<file path="config.mk">
export PLATFORM = sky130hd
export DESIGN_NAME = load_store_unit
export DESIGN_NICKNAME = d
export VERILOG_FILES = /design/src/rtl/load_store_unit.sv
export SDC_FILE = /design/constraint.sdc
export NUM_CORES = 1
export LEC_CHECK = 0
export ABC_CLOCK_PERIOD_IN_PS = 3450
export CORE_ASPECT_RATIO = 1.5
export CORE_MARGIN = 2
export CORE_UTILIZATION = 44
export CTS_CLUSTER_DIAMETER = 150
export DETAILED_ROUTE_END_ITERATION = 12
export PLACE_DENSITY = 0.81
export SLEW_MARGIN = 20
export SYNTH_ARGS = -nofsm -noshare
export SYNTH_HDL_FRONTEND = slang
export SYNTH_SLANG_ARGS = --single-unit
</file>
<file path="constraint.sdc">
create_clock -name clk -period 3.45 [get_ports clk]
set_input_delay 0.345 -clock clk [delete_from_list [all_inputs] [get_ports clk]]
set_output_delay 0.345 -clock clk [all_outputs]
set_load 0.005 [all_outputs]
</file>
<file path="src/rtl/load_store_unit.sv">
// load_store_unit
//   Bridges the execute stage to a word-addressed data memory. Accepts
//   byte-addressed byte/half/word loads and stores, checks alignment, range
//   and size, selects little-endian lanes, extends load data and performs
//   read-modify-write for sub-word stores (the memory writes whole words).
//
// Ports
//   clk, rst                 clock (rising edge), async active-high reset
//   req_valid / req_ready    request handshake
//   req_we, req_size,        request fields: store flag, size (00 b, 01 h,
//   req_unsigned, req_addr,  10 w, 11 illegal), zero-extend flag, byte
//   req_wdata                address, right-justified store data
//   resp_valid, resp_rdata,  one-cycle completion pulse with extended load
//   resp_err                 data and error flag
//   mem_we, mem_addr,        memory write strobe, word address, write word
//   mem_wdata, mem_rdata     and combinational read data of mem_addr
//
// Handshake: a request transfers on a rising edge where req_valid and
// req_ready are both 1; req_ready is high only in IDLE, so a single request
// is in flight. resp_valid is a one-cycle pulse with no backpressure.
module load_store_unit #(
  parameter int DEPTH = 1024,
  parameter int AW    = $clog2(DEPTH)
) (
  input  logic          clk,
  input  logic          rst,
  input  logic          req_valid,
  output logic          req_ready,
  input  logic          req_we,
  input  logic [1:0]    req_size,
  input  logic          req_unsigned,
  input  logic [31:0]   req_addr,
  input  logic [31:0]   req_wdata,
  output logic          resp_valid,
  output logic [31:0]   resp_rdata,
  output logic          resp_err,
  output logic          mem_we,
  output logic [AW-1:0] mem_addr,
  output logic [31:0]   mem_wdata,
  input  logic [31:0]   mem_rdata
);

  typedef enum logic [1:0] {
    IDLE  = 2'd0,
    READ  = 2'd1,
    WRITE = 2'd2,
    RESP  = 2'd3
  } state_t;

  localparam logic [1:0] SZ_BYTE = 2'b00;
  localparam logic [1:0] SZ_HALF = 2'b01;
  localparam logic [1:0] SZ_WORD = 2'b10;

  state_t      state;

  // Latched request fields (the word address lives in mem_addr).
  logic        we_q;
  logic [1:0]  size_q;
  logic        uns_q;
  logic [1:0]  off_q;

  logic [31:0] word_q;  // store data, then merged RMW word; drives mem_wdata
  logic [31:0] load_q;  // extended load result, nonzero only in RESP
  logic        err_q;   // error flag, nonzero only in RESP

  logic        req_err;
  logic [7:0]  byte_sel;
  logic [15:0] half_sel;
  logic [31:0] load_ext;
  logic [31:0] merged;

  // Request checks on the live request, evaluated at acceptance.
  always_comb begin
    req_err = 1'b0;
    if (req_size == 2'b11)                            req_err = 1'b1;
    if (req_size == SZ_HALF && req_addr[0])           req_err = 1'b1;
    if (req_size == SZ_WORD && req_addr[1:0] != 2'b0) req_err = 1'b1;
    if ({2'b00, req_addr[31:2]} >= 32'(DEPTH))        req_err = 1'b1;
  end

  // Lane selection and extension of the word read during READ.
  always_comb begin
    byte_sel = mem_rdata[7:0];
    case (off_q)
      2'd0: byte_sel = mem_rdata[7:0];
      2'd1: byte_sel = mem_rdata[15:8];
      2'd2: byte_sel = mem_rdata[23:16];
      2'd3: byte_sel = mem_rdata[31:24];
      default: byte_sel = mem_rdata[7:0];
    endcase
    half_sel = off_q[1] ? mem_rdata[31:16] : mem_rdata[15:0];
    case (size_q)
      SZ_BYTE: load_ext = {{24{byte_sel[7] & ~uns_q}}, byte_sel};
      SZ_HALF: load_ext = {{16{half_sel[15] & ~uns_q}}, half_sel};
      default: load_ext = mem_rdata;
    endcase
  end

  // Sub-word store merge: new lane(s) from the latched store data, all other
  // bytes from the word just read.
  always_comb begin
    merged = mem_rdata;
    if (size_q == SZ_BYTE) begin
      case (off_q)
        2'd0: merged[7:0]   = word_q[7:0];
        2'd1: merged[15:8]  = word_q[7:0];
        2'd2: merged[23:16] = word_q[7:0];
        2'd3: merged[31:24] = word_q[7:0];
        default: merged = mem_rdata;
      endcase
    end else if (size_q == SZ_HALF) begin
      if (off_q[1]) merged[31:16] = word_q[15:0];
      else          merged[15:0]  = word_q[15:0];
    end
  end

  always_ff @(posedge clk or posedge rst) begin
    if (rst) begin
      state    <= IDLE;
      we_q     <= 1'b0;
      size_q   <= 2'b00;
      uns_q    <= 1'b0;
      off_q    <= 2'b00;
      mem_addr <= '0;
      word_q   <= '0;
      load_q   <= '0;
      err_q    <= 1'b0;
    end else begin
      case (state)
        IDLE: begin
          if (req_valid) begin
            we_q     <= req_we;
            size_q   <= req_size;
            uns_q    <= req_unsigned;
            off_q    <= req_addr[1:0];
            mem_addr <= req_addr[AW+1:2];
            word_q   <= req_wdata;
            load_q   <= '0;
            err_q    <= req_err;
            if (req_err)                  state <= RESP;
            else if (!req_we)             state <= READ;
            else if (req_size == SZ_WORD) state <= WRITE;
            else                          state <= READ;
          end
        end
        READ: begin
          if (we_q) begin
            word_q <= merged;
            state  <= WRITE;
          end else begin
            word_q <= mem_rdata;
            load_q <= load_ext;
            state  <= RESP;
          end
        end
        WRITE: state <= RESP;
        RESP: begin
          load_q <= '0;
          err_q  <= 1'b0;
          state  <= IDLE;
        end
        default: state <= IDLE;
      endcase
    end
  end

  // Strobes decode from state alone so an async reset drops them at once.
  assign req_ready  = (state == IDLE);
  assign resp_valid = (state == RESP);
  assign mem_we     = (state == WRITE);
  assign mem_wdata  = word_q;
  assign resp_rdata = load_q;
  assign resp_err   = err_q;

endmodule

</file>
==> run_results.csv <==
group,metric,value,unit
synth,ys_ff_latch,83,
synth,synth_edf_count,0,
timing,setup_slack,0.7356,ns
synth,synth_cell_type_count,53,
clock_network,cts_inserted_buffers,9,
cells_and_area,post_route_cells_drive_above_1_share,10.66,%
clock_network,cts.clk_slew.worst_paths,0.06,ns
timing,tns,0,ns
timing,fmax,368.4,MHz
detailed_routing,drc,0,
global_route,grt_overflow,0,
global_route,grt_pass1_vias,4590,
synth,async_reset_ff_share,100.0,%
global_route,grt_pass1_wl,23770,um
timing,setup_viol,0,
critical_path,max_stage_delay,0.47,ns
detailed_routing,dr_total_vias,4433,
timing,skew,0.006570,ns
die,pin_count,181,
cells_and_area,area_growth,49.48,%
clock_network,post_cts_buffers,0,
detailed_routing,wirelength,15600,um
synth,syn_area_per_cell,10.06,sq um
timing,slew_headroom,37.66,%
clock_network,tritoncts,"done",
critical_path,cp_slowest_cell,"clkinv_1",
pwr,sequentialPowerShare,30.9,%
critical_path,crit_path_end_kind,"flip-flop",
timing,hold_viol_final,0,
die,die_area,0.01102,sq mm
flow_run,max_cap_violations,0,
die,rows,45,
global_route,grt_use_total,28.29,%
pwr,internal_power,3.666,mW
detailed_routing,dr.pass1.iters,8,
cells_and_area,design_area,0.006694,sq mm
synth,syn_area,0.004478,sq mm
pwr,power_frac_comb,51.6,%
placed_design,placed_area,0.006361,sq mm
timing,rsz0062_at_grt,"no",
critical_path,start_kind,"flip-flop",
critical_path,critical_path_peak_fanout,24,
pwr,power.share.switching,38.65,%
die,die_h,127.6,um
critical_path,path_cells,"inv_1 -> ha_1 -> buf_4 -> clkinv_1 -> o21ai_1 -> buf_4 -> nand2_1 -> o21ai_0",
pwr,ir_drop,0.4875,mV
timing,worst_pin_slew,0.9352,ns
clock_network,ctsHoldBuffers,0,
cells_and_area,antenna_cells,0,
clock_network,htree_num_levels,3,
clock_network,clock_path_buffers,2,
clock_network,cts.sinks,83,
placed_design,hpwlAfterDp,11830,um
die,core_area,0.01002,sq mm
clock_network,clock-root-buffer,"clkbuf_16",
timing,period_share,78.68,%
placed_design,place_ws,0.8421,ns
critical_path,path_delay_family,"buffers and inverters",
critical_path,arrival,2.97,ns
critical_path,crit_top_cell,"buf_4",
synth,yosysSeqAreaShare,46.38,%
timing,slew_violations,0,
placed_design,gp_congestion,0.9365,
cells_and_area,nNetsFinal,721,
global_route,grt_max_degree,52,
cells_and_area,final_common_cell,"clkdlybuf4s50_1",
detailed_routing,ant_nets,0,
die,initial_core_util,44.68,%
critical_path,crit_type,"reg -> reg",
pwr,clkPwrFrac,17.5,%
die,die_w,86.37,um
clock_network,cts_resized,0,
placed_design,portBuffers,180,
critical_path,required,3.70,ns
timing,post-route-min-period,2.714,ns
synth,yosysWarningCount,0,
pwr,p_total,5.976,mW
status,status,"finished, final reports clean",
critical_path,cp_num_buf_inv,4,
synth,synth_cells,445,
detailed_routing,wire_per_inst,21.19,um
detailed_routing,drt_iter0_drc,285,
detailed_routing,avgViaCountPerCell,6.023,
global_route,antenna_found_initial,0,
hold_path,hold_class,"reg -> reg",
synth,yosys_most_used_dff,"dfrtp_1",
clock_network,worstSkewPairLatency,0.34,ns
synth,synth_fp_nets,552,
pwr,p_leak,2.700,nW
pwr,switchingPower,2.310,mW
cells_and_area,final_cell_mix,"clkdlybuf4s50_1 (180), dfrtp_1 (83), nand2_1 (42)",
pwr,power_density,892.7,mW/mm^2
cells_and_area,final_core_util,66.79,%
[synthesized netlist by cell type (8+ instances only)]
cell type / n / share of area, %
a221o_2: 10 / 2.5
o211ai_1: 9 / 1.5
mux2_2: 16 / 4.0
o21ai_0: 31 / 3.5
nand3_1: 15 / 1.7
nor3b_1: 8 / 1.3
nand2_1: 42 / 3.5
dfrtp_1: 83 / 46
buf_2: 11 / 1.2
mux2i_1: 27 / 6.0
clkbuf_1: 15 / 1.3
a222oi_1: 8 / 1.8
a21oi_1: 33 / 3.7
nor2_1: 25 / 2.1
[metrics by stage]
step                hold WS, ns  std cells
floorplan                0.4673        445
global placement         0.4726        720
detailed placement       0.4715        720
CTS                      0.4850        736
global route             0.5232        736
finish                   0.4795        736
[path summary, 6_finish.rpt]
kind / depth (start not counted) / from / endpoint / slack (ns)
max: 8 / state[1]$_DFFE_PP0P_ / mem_wdata[17]$_DFFE_PP0P_ / 0.74
min: 2 / resp_rdata[9]$_DFFE_PP0P_ / resp_rdata[9]$_DFFE_PP0P_ / 0.48
max reg2reg: 8 / state[1]$_DFFE_PP0P_ / mem_wdata[17]$_DFFE_PP0P_ / 0.74
min reg2reg: 2 / resp_rdata[9]$_DFFE_PP0P_ / resp_rdata[9]$_DFFE_PP0P_ / 0.48
max in group asynchronous: 3 / rst / mem_addr[0]$_DFFE_PP0P_ / 2.26
min in group asynchronous: 2 / rst / mem_addr[1]$_DFFE_PP0P_ / 0.49
[tightest hold or removal path, stage by stage, from the launching register on]
cell,delay (ns)
dfrtp_1,0.34
nand2_1,0.04
o21ai_0,0.06
[sequential cells by signal, indices dropped and copies added (netlist names)]
register and cells:
mem_addr 10, mem_wdata 32, off_q 2, resp_err 1
resp_rdata 32, size_q 2, state 2, uns_q 1
we_q 1
[layout make-up]
class / count / area [sq um]
inverters: 7 / 27.53
clock inverters: 7 / 100.1
flip-flops and latches: 83 / 2077
well taps: 117 / 146.4
fillers: 802 / 3328
repair buffers: 191 / 1897
clock buffers: 9 / 225.2
multi-input cells: 322 / 2221
[cells by family after synthesis]
family	count (synthesis)	share of synthesized area, %
adder cells (fa/ha/maj)	4	1.118
flip-flops	83	46.38
multiplexers	45	10.87
buffers and inverters	40	4.191
AO/OA/AOI/OAI	140	22.49
AND/OR/NAND/NOR	133	14.95
[power by group through the flow]
stage | sequential, mW | clock [mW] | combinational (mW)
final | 1.85 | 1.04 | 3.08
after global placement | 1.83 | 0 | 2.99
after CTS | 1.84 | 1.05 | 3.08
after global routing | 1.90 | 1.09 | 3.34
after floorplan | 1.73 | 0 | 1.74
after detailed placement | 1.85 | 0 | 3.05
[metal layers]
metal / share of wire [%] / up-vias / wire [um] / track usage, %
met5: 0 / - / 0 / 0
met4: 3.8 / 0 / 592 / 13.14
met3: 6.4 / 37 / 994 / 5.039
met2: 53 / 224 / 8249 / 49.73
met1: 37 / 2161 / 5759 / 32.93
li1: - / 2011 / - / -
(Power assumes the default switching activity.)
